<file path="src/rtl/l2_cache.sv">
// Direct-mapped, write-back, write-allocate L2 cache with register-based storage.
// Optional perf counters (hit/miss/writeback) are enabled by defining L2_PERF_CNT_EN.
module l2_cache #(
  parameter int s_offset = 5,
  parameter int s_index  = 3,
  parameter int s_tag    = 32 - s_offset - s_index,
  parameter int s_line   = 8 * 2**s_offset
) (
  input  logic              clk,
  input  logic              rst,
  input  logic              mem_read,
  input  logic              mem_write,
  input  logic [31:0]       mem_address,
  input  logic [s_line-1:0] mem_wdata,
  output logic              mem_resp,
  output logic [s_line-1:0] mem_rdata,
  output logic              pmem_read,
  output logic              pmem_write,
  output logic [31:0]       pmem_address,
  output logic [s_line-1:0] pmem_wdata,
  input  logic              pmem_resp,
  input  logic [s_line-1:0] pmem_rdata
`ifdef L2_PERF_CNT_EN
  ,
  output logic [31:0]       hit_count,
  output logic [31:0]       miss_count,
  output logic [31:0]       wb_count
`endif
);

  localparam int NLINES = 2**s_index;

  typedef enum logic [1:0] {IDLE, LOOKUP, WRITEBACK, FILL} state_t;

  state_t                    state_q, state_d;
  logic [s_line-1:0]         data_q [NLINES];
  logic [s_tag-1:0]          tag_q  [NLINES];
  logic [NLINES-1:0]         valid_q, valid_d;
  logic [NLINES-1:0]         dirty_q, dirty_d;
  logic [s_tag+s_index-1:0]  laddr_q, laddr_d;
  logic                      first_q, first_d;

  logic                      req;
  logic [s_index-1:0]        idx;
  logic [s_tag-1:0]          req_tag;
  logic                      hit;
  logic                      data_we;
  logic                      tag_we;
  logic [s_line-1:0]         data_wline;
  logic                      hit_inc, miss_inc, wb_inc;
  logic                      unused_offset;

  assign unused_offset = ^mem_address[s_offset-1:0];

  // The line address is captured on entry to LOOKUP so pmem outputs stay
  // stable even if the requester drops out mid-transaction.
  assign req     = mem_read | mem_write;
  assign idx     = laddr_q[s_index-1:0];
  assign req_tag = laddr_q[s_tag+s_index-1:s_index];
  assign hit     = valid_q[idx] && (tag_q[idx] == req_tag);

  always_comb begin
    state_d      = state_q;
    laddr_d      = laddr_q;
    first_d      = first_q;
    valid_d      = valid_q;
    dirty_d      = dirty_q;
    data_we      = 1'b0;
    tag_we       = 1'b0;
    data_wline   = mem_wdata;
    mem_resp     = 1'b0;
    mem_rdata    = data_q[idx];
    pmem_read    = 1'b0;
    pmem_write   = 1'b0;
    pmem_address = '0;
    pmem_wdata   = data_q[idx];
    hit_inc      = 1'b0;
    miss_inc     = 1'b0;
    wb_inc       = 1'b0;
    case (state_q)
      IDLE: begin
        if (req) begin
          laddr_d = mem_address[31:s_offset];
          first_d = 1'b1;
          state_d = LOOKUP;
        end
      end
      LOOKUP: begin
        first_d = 1'b0;
        if (!req) begin
          state_d = IDLE;
        end else if (hit) begin
          hit_inc  = first_q;
          mem_resp = 1'b1;
          if (mem_write) begin
            data_we      = 1'b1;
            dirty_d[idx] = 1'b1;
          end
          state_d = IDLE;
        end else begin
          miss_inc = first_q;
          state_d  = (valid_q[idx] && dirty_q[idx]) ? WRITEBACK : FILL;
        end
      end
      WRITEBACK: begin
        pmem_write   = 1'b1;
        pmem_address = {tag_q[idx], idx, {s_offset{1'b0}}};
        if (pmem_resp) begin
          wb_inc       = 1'b1;
          dirty_d[idx] = 1'b0;
          state_d      = FILL;
        end
      end
      FILL: begin
        pmem_read    = 1'b1;
        pmem_address = {req_tag, idx, {s_offset{1'b0}}};
        if (pmem_resp) begin
          data_we      = 1'b1;
          data_wline   = pmem_rdata;
          tag_we       = 1'b1;
          valid_d[idx] = 1'b1;
          dirty_d[idx] = 1'b0;
          state_d      = LOOKUP;
        end
      end
      default: state_d = IDLE;
    endcase
  end

  always_ff @(posedge clk or posedge rst) begin
    if (rst) begin
      state_q <= IDLE;
      laddr_q <= '0;
      first_q <= 1'b0;
      valid_q <= '0;
      dirty_q <= '0;
    end else begin
      state_q <= state_d;
      laddr_q <= laddr_d;
      first_q <= first_d;
      valid_q <= valid_d;
      dirty_q <= dirty_d;
    end
  end

  // Line storage carries no reset; valid bits gate every use of it.
  always_ff @(posedge clk) begin
    if (data_we) data_q[idx] <= data_wline;
    if (tag_we)  tag_q[idx]  <= req_tag;
  end

`ifdef L2_PERF_CNT_EN
  logic [31:0] hit_count_q, hit_count_d;
  logic [31:0] miss_count_q, miss_count_d;
  logic [31:0] wb_count_q, wb_count_d;

  always_comb begin
    hit_count_d  = hit_count_q  + {31'b0, hit_inc};
    miss_count_d = miss_count_q + {31'b0, miss_inc};
    wb_count_d   = wb_count_q   + {31'b0, wb_inc};
  end

  always_ff @(posedge clk or posedge rst) begin
    if (rst) begin
      hit_count_q  <= '0;
      miss_count_q <= '0;
      wb_count_q   <= '0;
    end else begin
      hit_count_q  <= hit_count_d;
      miss_count_q <= miss_count_d;
      wb_count_q   <= wb_count_d;
    end
  end

  assign hit_count  = hit_count_q;
  assign miss_count = miss_count_q;
  assign wb_count   = wb_count_q;
`else
  logic unused_perf;
  assign unused_perf = hit_inc ^ miss_inc ^ wb_inc;
`endif

endmodule

</file>
<file path="config.mk">
export PLATFORM = sky130hd
export DESIGN_NAME = l2_cache
export DESIGN_NICKNAME = d
export VERILOG_FILES = /design/src/rtl/l2_cache.sv
export SDC_FILE = /design/constraint.sdc
export NUM_CORES = 2
export LEC_CHECK = 0
export CAP_MARGIN = 20
export CORE_MARGIN = 3
export CORE_UTILIZATION = 50
export DETAILED_ROUTE_END_ITERATION = 7
export PLACE_DENSITY = 0.73
export SYNTH_ARGS = -nofsm -noshare
export SYNTH_HDL_FRONTEND = slang
export SYNTH_SLANG_ARGS = --single-unit
</file>
<file path="constraint.sdc">
create_clock -name clk -period 26.7 [get_ports clk]
set_input_delay 2.67 -clock clk [delete_from_list [all_inputs] [get_ports clk]]
set_output_delay 2.67 -clock clk [all_outputs]
set_load 0.005 [all_outputs]
</file>
==> impl_metrics.py <==
metrics = {
    "floorplan": {
        "fp.dieArea_um2": 183600,
        "start_util": 0.5050,
        "die_h_um": 428.5,
        "fp.dieW_um": 428.5,
        "num_rows": 154,
        "io-pin-count": 1096,
        "coreArea_um2": 176700,
    },
    "clocking": {
        "cts-buffers-inserted": 215,
        "cts-root-buf": "clkbuf_16",
        "post_cts_resized": 0,
        "worstSkewPairLatency_ns": 0.87,
        "cts.clk_slew.worst_paths_ns": 0.06,
        "cts_setup_buffers": 0,
        "cts_buffer_depth": 3,
        "ctsHoldBuffers": 0,
        "htreeDepth": 4,
        "clock-sinks": 2285,
        "cts_tree": "built",
    },
    "grt": {
        "grt_pass1_vias": 52827,
        "grt_overflow_total": 0,
        "grt_max_degree": 165,
        "grt.total_usage": 0.2692,
        "antenna_found_initial": 9,
        "grt_pass1_wl_um": 363100,
    },
    "power": {
        "power.leakage_nw": 35.47,
        "clkPwrFrac": 0.242,
        "p_sw_frac": 0.3393,
        "vdd_ir_drop_max_mv": 0.09008,
        "p_switching_mw": 4.188,
        "seqPwrFrac": 0.363,
        "intPower_mw": 8.153,
        "power_density_nw_per_um2": 114.6,
        "combPwrFrac": 0.396,
    },
    "sta": {
        "setup_viol": 0,
        "max_freq_mhz": 95.63,
        "setup_tns_ns": 0,
        "period_share": 0.3917,
        "finalHoldViolCount": 0,
        "tightestPinTransition_ns": 1.138,
        "slew_violations": 0,
        "slew_headroom": 0.2413,
        "fin_skew_ns": 0.03644,
        "min_period_ns": 10.46,
        "rsz0062_at_grt": "no",
        "worst_hold_slack_ns": 0.4651,
    },
    "synthesis": {
        "synthTopCellsByCount": "edfxtp_1, nand2_1, a22oi_1, clkbuf_1, buf_4",
        "synth-seq-cells": 2285,
        "synthTopCellsByArea": "edfxtp_1, a22oi_1, nand2_1",
        "yosysMostFrequentCell": "edfxtp_1",
        "synth_edf_count": 2240,
        "syn_area_um2": 89240,
        "syn_inst": 5543,
        "synth_top_cell_area_share": 0.7538,
        "yosysTopAreaCell": "edfxtp_1",
        "synthFlopType": "edfxtp_1",
        "ys_warn_count": 0,
        "ys_seq_area_frac": 0.7664,
        "syn_area_per_cell_um2": 16.10,
        "synth_cell_type_count": 63,
        "ys_async_sr_fraction": 0.01969,
    },
    "placement": {
        "gp_congestion": 0.8475,
        "place_hpwl_um": 149100,
        "portBuffers": 1085,
    },
    "min_path": {
        "hold_class": "reg -> reg",
        "hold_depth": 1,
    },
    "worst_setup_path": {
        "critPathMaxFanout": 66,
        "cp.required_ns": 24.03,
        "reg2reg_depth": 16,
        "crit_buf_inv": 7,
        "end_kind": "output pin",
        "cp_slowest_cell": "buf_4",
        "startpoint_type": "flip-flop",
        "arrival_ns": 7.79,
        "cp_top_family": "buffers and inverters",
        "path_depth": 10,
        "crit_type": "reg -> out",
        "critical-path-max-stage-delay_ns": 0.95,
        "critical_path.cell_chain": "buf_12 > buf_4 > buf_4 > and2_4 > buf_4 > buf_4 > buf_4 > a22oi_1 > nand3_1 > clkdlybuf4s50_1",
        "crit_path_frequent_cell": "buf_4",
    },
    "cells_and_area": {
        "drive_gt1_frac": 0.1067,
        "fillers": 12624,
        "multiInputGateArea_um2": 17750,
        "seqCellArea_um2": 68400,
        "area_delta_synth_final_pct": 20.64,
        "fin_nets": 6889,
    },
    "status": {
        "status": "finished, violations left",
        "failed_checks": "design-rule violations",
    },
    "routing": {
        "dr.pass1.iters": 7,
        "drtAntennaViolNets": 0,
        "routedWlPerCell_um": 28.68,
        "vias": 53842,
        "via_per_inst": 6.080,
        "drtIter0Drc": 5894,
        "drc": 2,
        "drt-total-wl_um": 254000,
    },
    "job": {
        "cap_viol_max_count": 0,
    },
}
## final timing paths
| path | start | to | slack, ns |
|---|---|---|---|
| max reg2reg | laddr_q[0]$_DFFE_PP0P_ | data_q[4][91]$_DFFE_PP_ | 16.43 |
| min in group asynchronous | rst | laddr_q[3]$_DFFE_PP0P_ | 2.07 |
| min reg2reg | valid_q[5]$_DFFE_PP0P_ | valid_q[5]$_DFFE_PP0P_ | 0.47 |
| max | laddr_q[0]$_DFFE_PP0P_ | pmem_wdata[99] | 16.24 |
| min | valid_q[5]$_DFFE_PP0P_ | valid_q[5]$_DFFE_PP0P_ | 0.47 |
| max in group asynchronous | rst | laddr_q[15]$_DFFE_PP0P_ | 24.10 |
## through the flow
| step | utilization | setup slack, ns | instance area [um^2] | total power, mW | std cells |
|---|---|---|---|---|---|
| 4_1_cts | 0.6089 | 15.88 | 107600 | 12.39 | 8851 |
| 6_report | 0.6093 | 16.24 | 107700 | 12.34 | 8856 |
| 2_1_floorplan | - | 11.22 | 89250 | 7.010 | 5547 |
| 3_5_place_dp | 0.5699 | 16.20 | 100700 | 9.413 | 8454 |
| 5_1_grt | 0.6093 | 15.99 | 107700 | 12.78 | 8855 |
| 3_3_place_gp | 0.5699 | 16.27 | 100700 | 9.370 | 8454 |
## cell families after synthesis
group	synth area share
DFF	0.7664
and+or+nand+nor	0.05732
AOI/OAI and AO/OA	0.08874
buffers and inverters	0.03723
muxes	0.04871
xor gates and xnor gates	0.0008833
adders and majority gates	0.0007010
other	0.00004202
## final cells by class
cell class / count / area share
diodes: 1 / 0.00002324
clock inverters: 123 / 0.01162
multi-input cells: 2652 / 0.1649
inverters: 8 / 0.0003022
well taps: 2340 / 0.02719
clock buffers: 274 / 0.05250
repair buffers: 1173 / 0.1081
flip-flops and latches: 2285 / 0.6354
## placed cells by master (no fill, tap or decap), drive strengths merged, types with 9 or more instances in the layout
cell type / Yosys / final
buf: 312 / 88
edfxtp: 2240 / 2240
nand2: 876 / 876
mux4: 37 / 37
a21oi: 94 / 94
o22ai: 75 / 75
a221oi: 148 / 148
nor2b: 12 / 12
clkinv: 1 / 87
mux2: 216 / 216
or3: 9 / 9
clkdlybuf4s50: 0 / 1085
mux2i: 108 / 108
dfrtp: 45 / 45
clkbuf: 290 / 274
inv: 7 / 18
or2: 9 / 9
o211ai: 24 / 24
nand2b: 9 / 9
nor2: 85 / 85
a22oi: 578 / 578
a221o: 35 / 35
nand3: 46 / 46
a22o: 30 / 30
o31ai: 11 / 11
o21ai: 49 / 49
bufinv: 0 / 19
nand4: 115 / 115
## flip-flops by register name, indices dropped and copies added, names as in the netlist, named ones only
name,flops
data_q,2048
tag_q,192
laddr_q,27
valid_q,8
state_q,2
## power by group through the flow
stage	clock network, mW	logic, mW	registers, mW
2_1_floorplan	0	2.48	4.53
3_3_place_gp	0	4.82	4.55
3_5_place_dp	0	4.85	4.56
4_1_cts	3.02	4.88	4.49
5_1_grt	3.17	5.12	4.50
6_report	2.98	4.88	4.48
## routing by layer
layer	vias up	global-route usage	part of all wire
met1	27636	0.3595	0.39
li1	23128	-	-
met2	2712	0.4522	0.50
met3	366	0.04368	0.083
met5	-	0	0
met4	0	0.09137	0.033
## worst reg2reg max path, cell delays in order, from the launching register on
cell     delay (ns)
dfrtp_4        0.76
buf_12         0.33
buf_4          0.53
buf_4          0.83
buf_4          1.00
mux4_2         0.41
nand2_1        0.06
nand2_1        0.22
o211a_1        0.18
nand4_1        0.14
nor4_4         0.71
a21oi_2        0.42
nor2_4         0.87
buf_4          0.75
buf_4          0.84
buf_4          0.93
buf_4          0.80
Power figures use the tool's default switching activity.
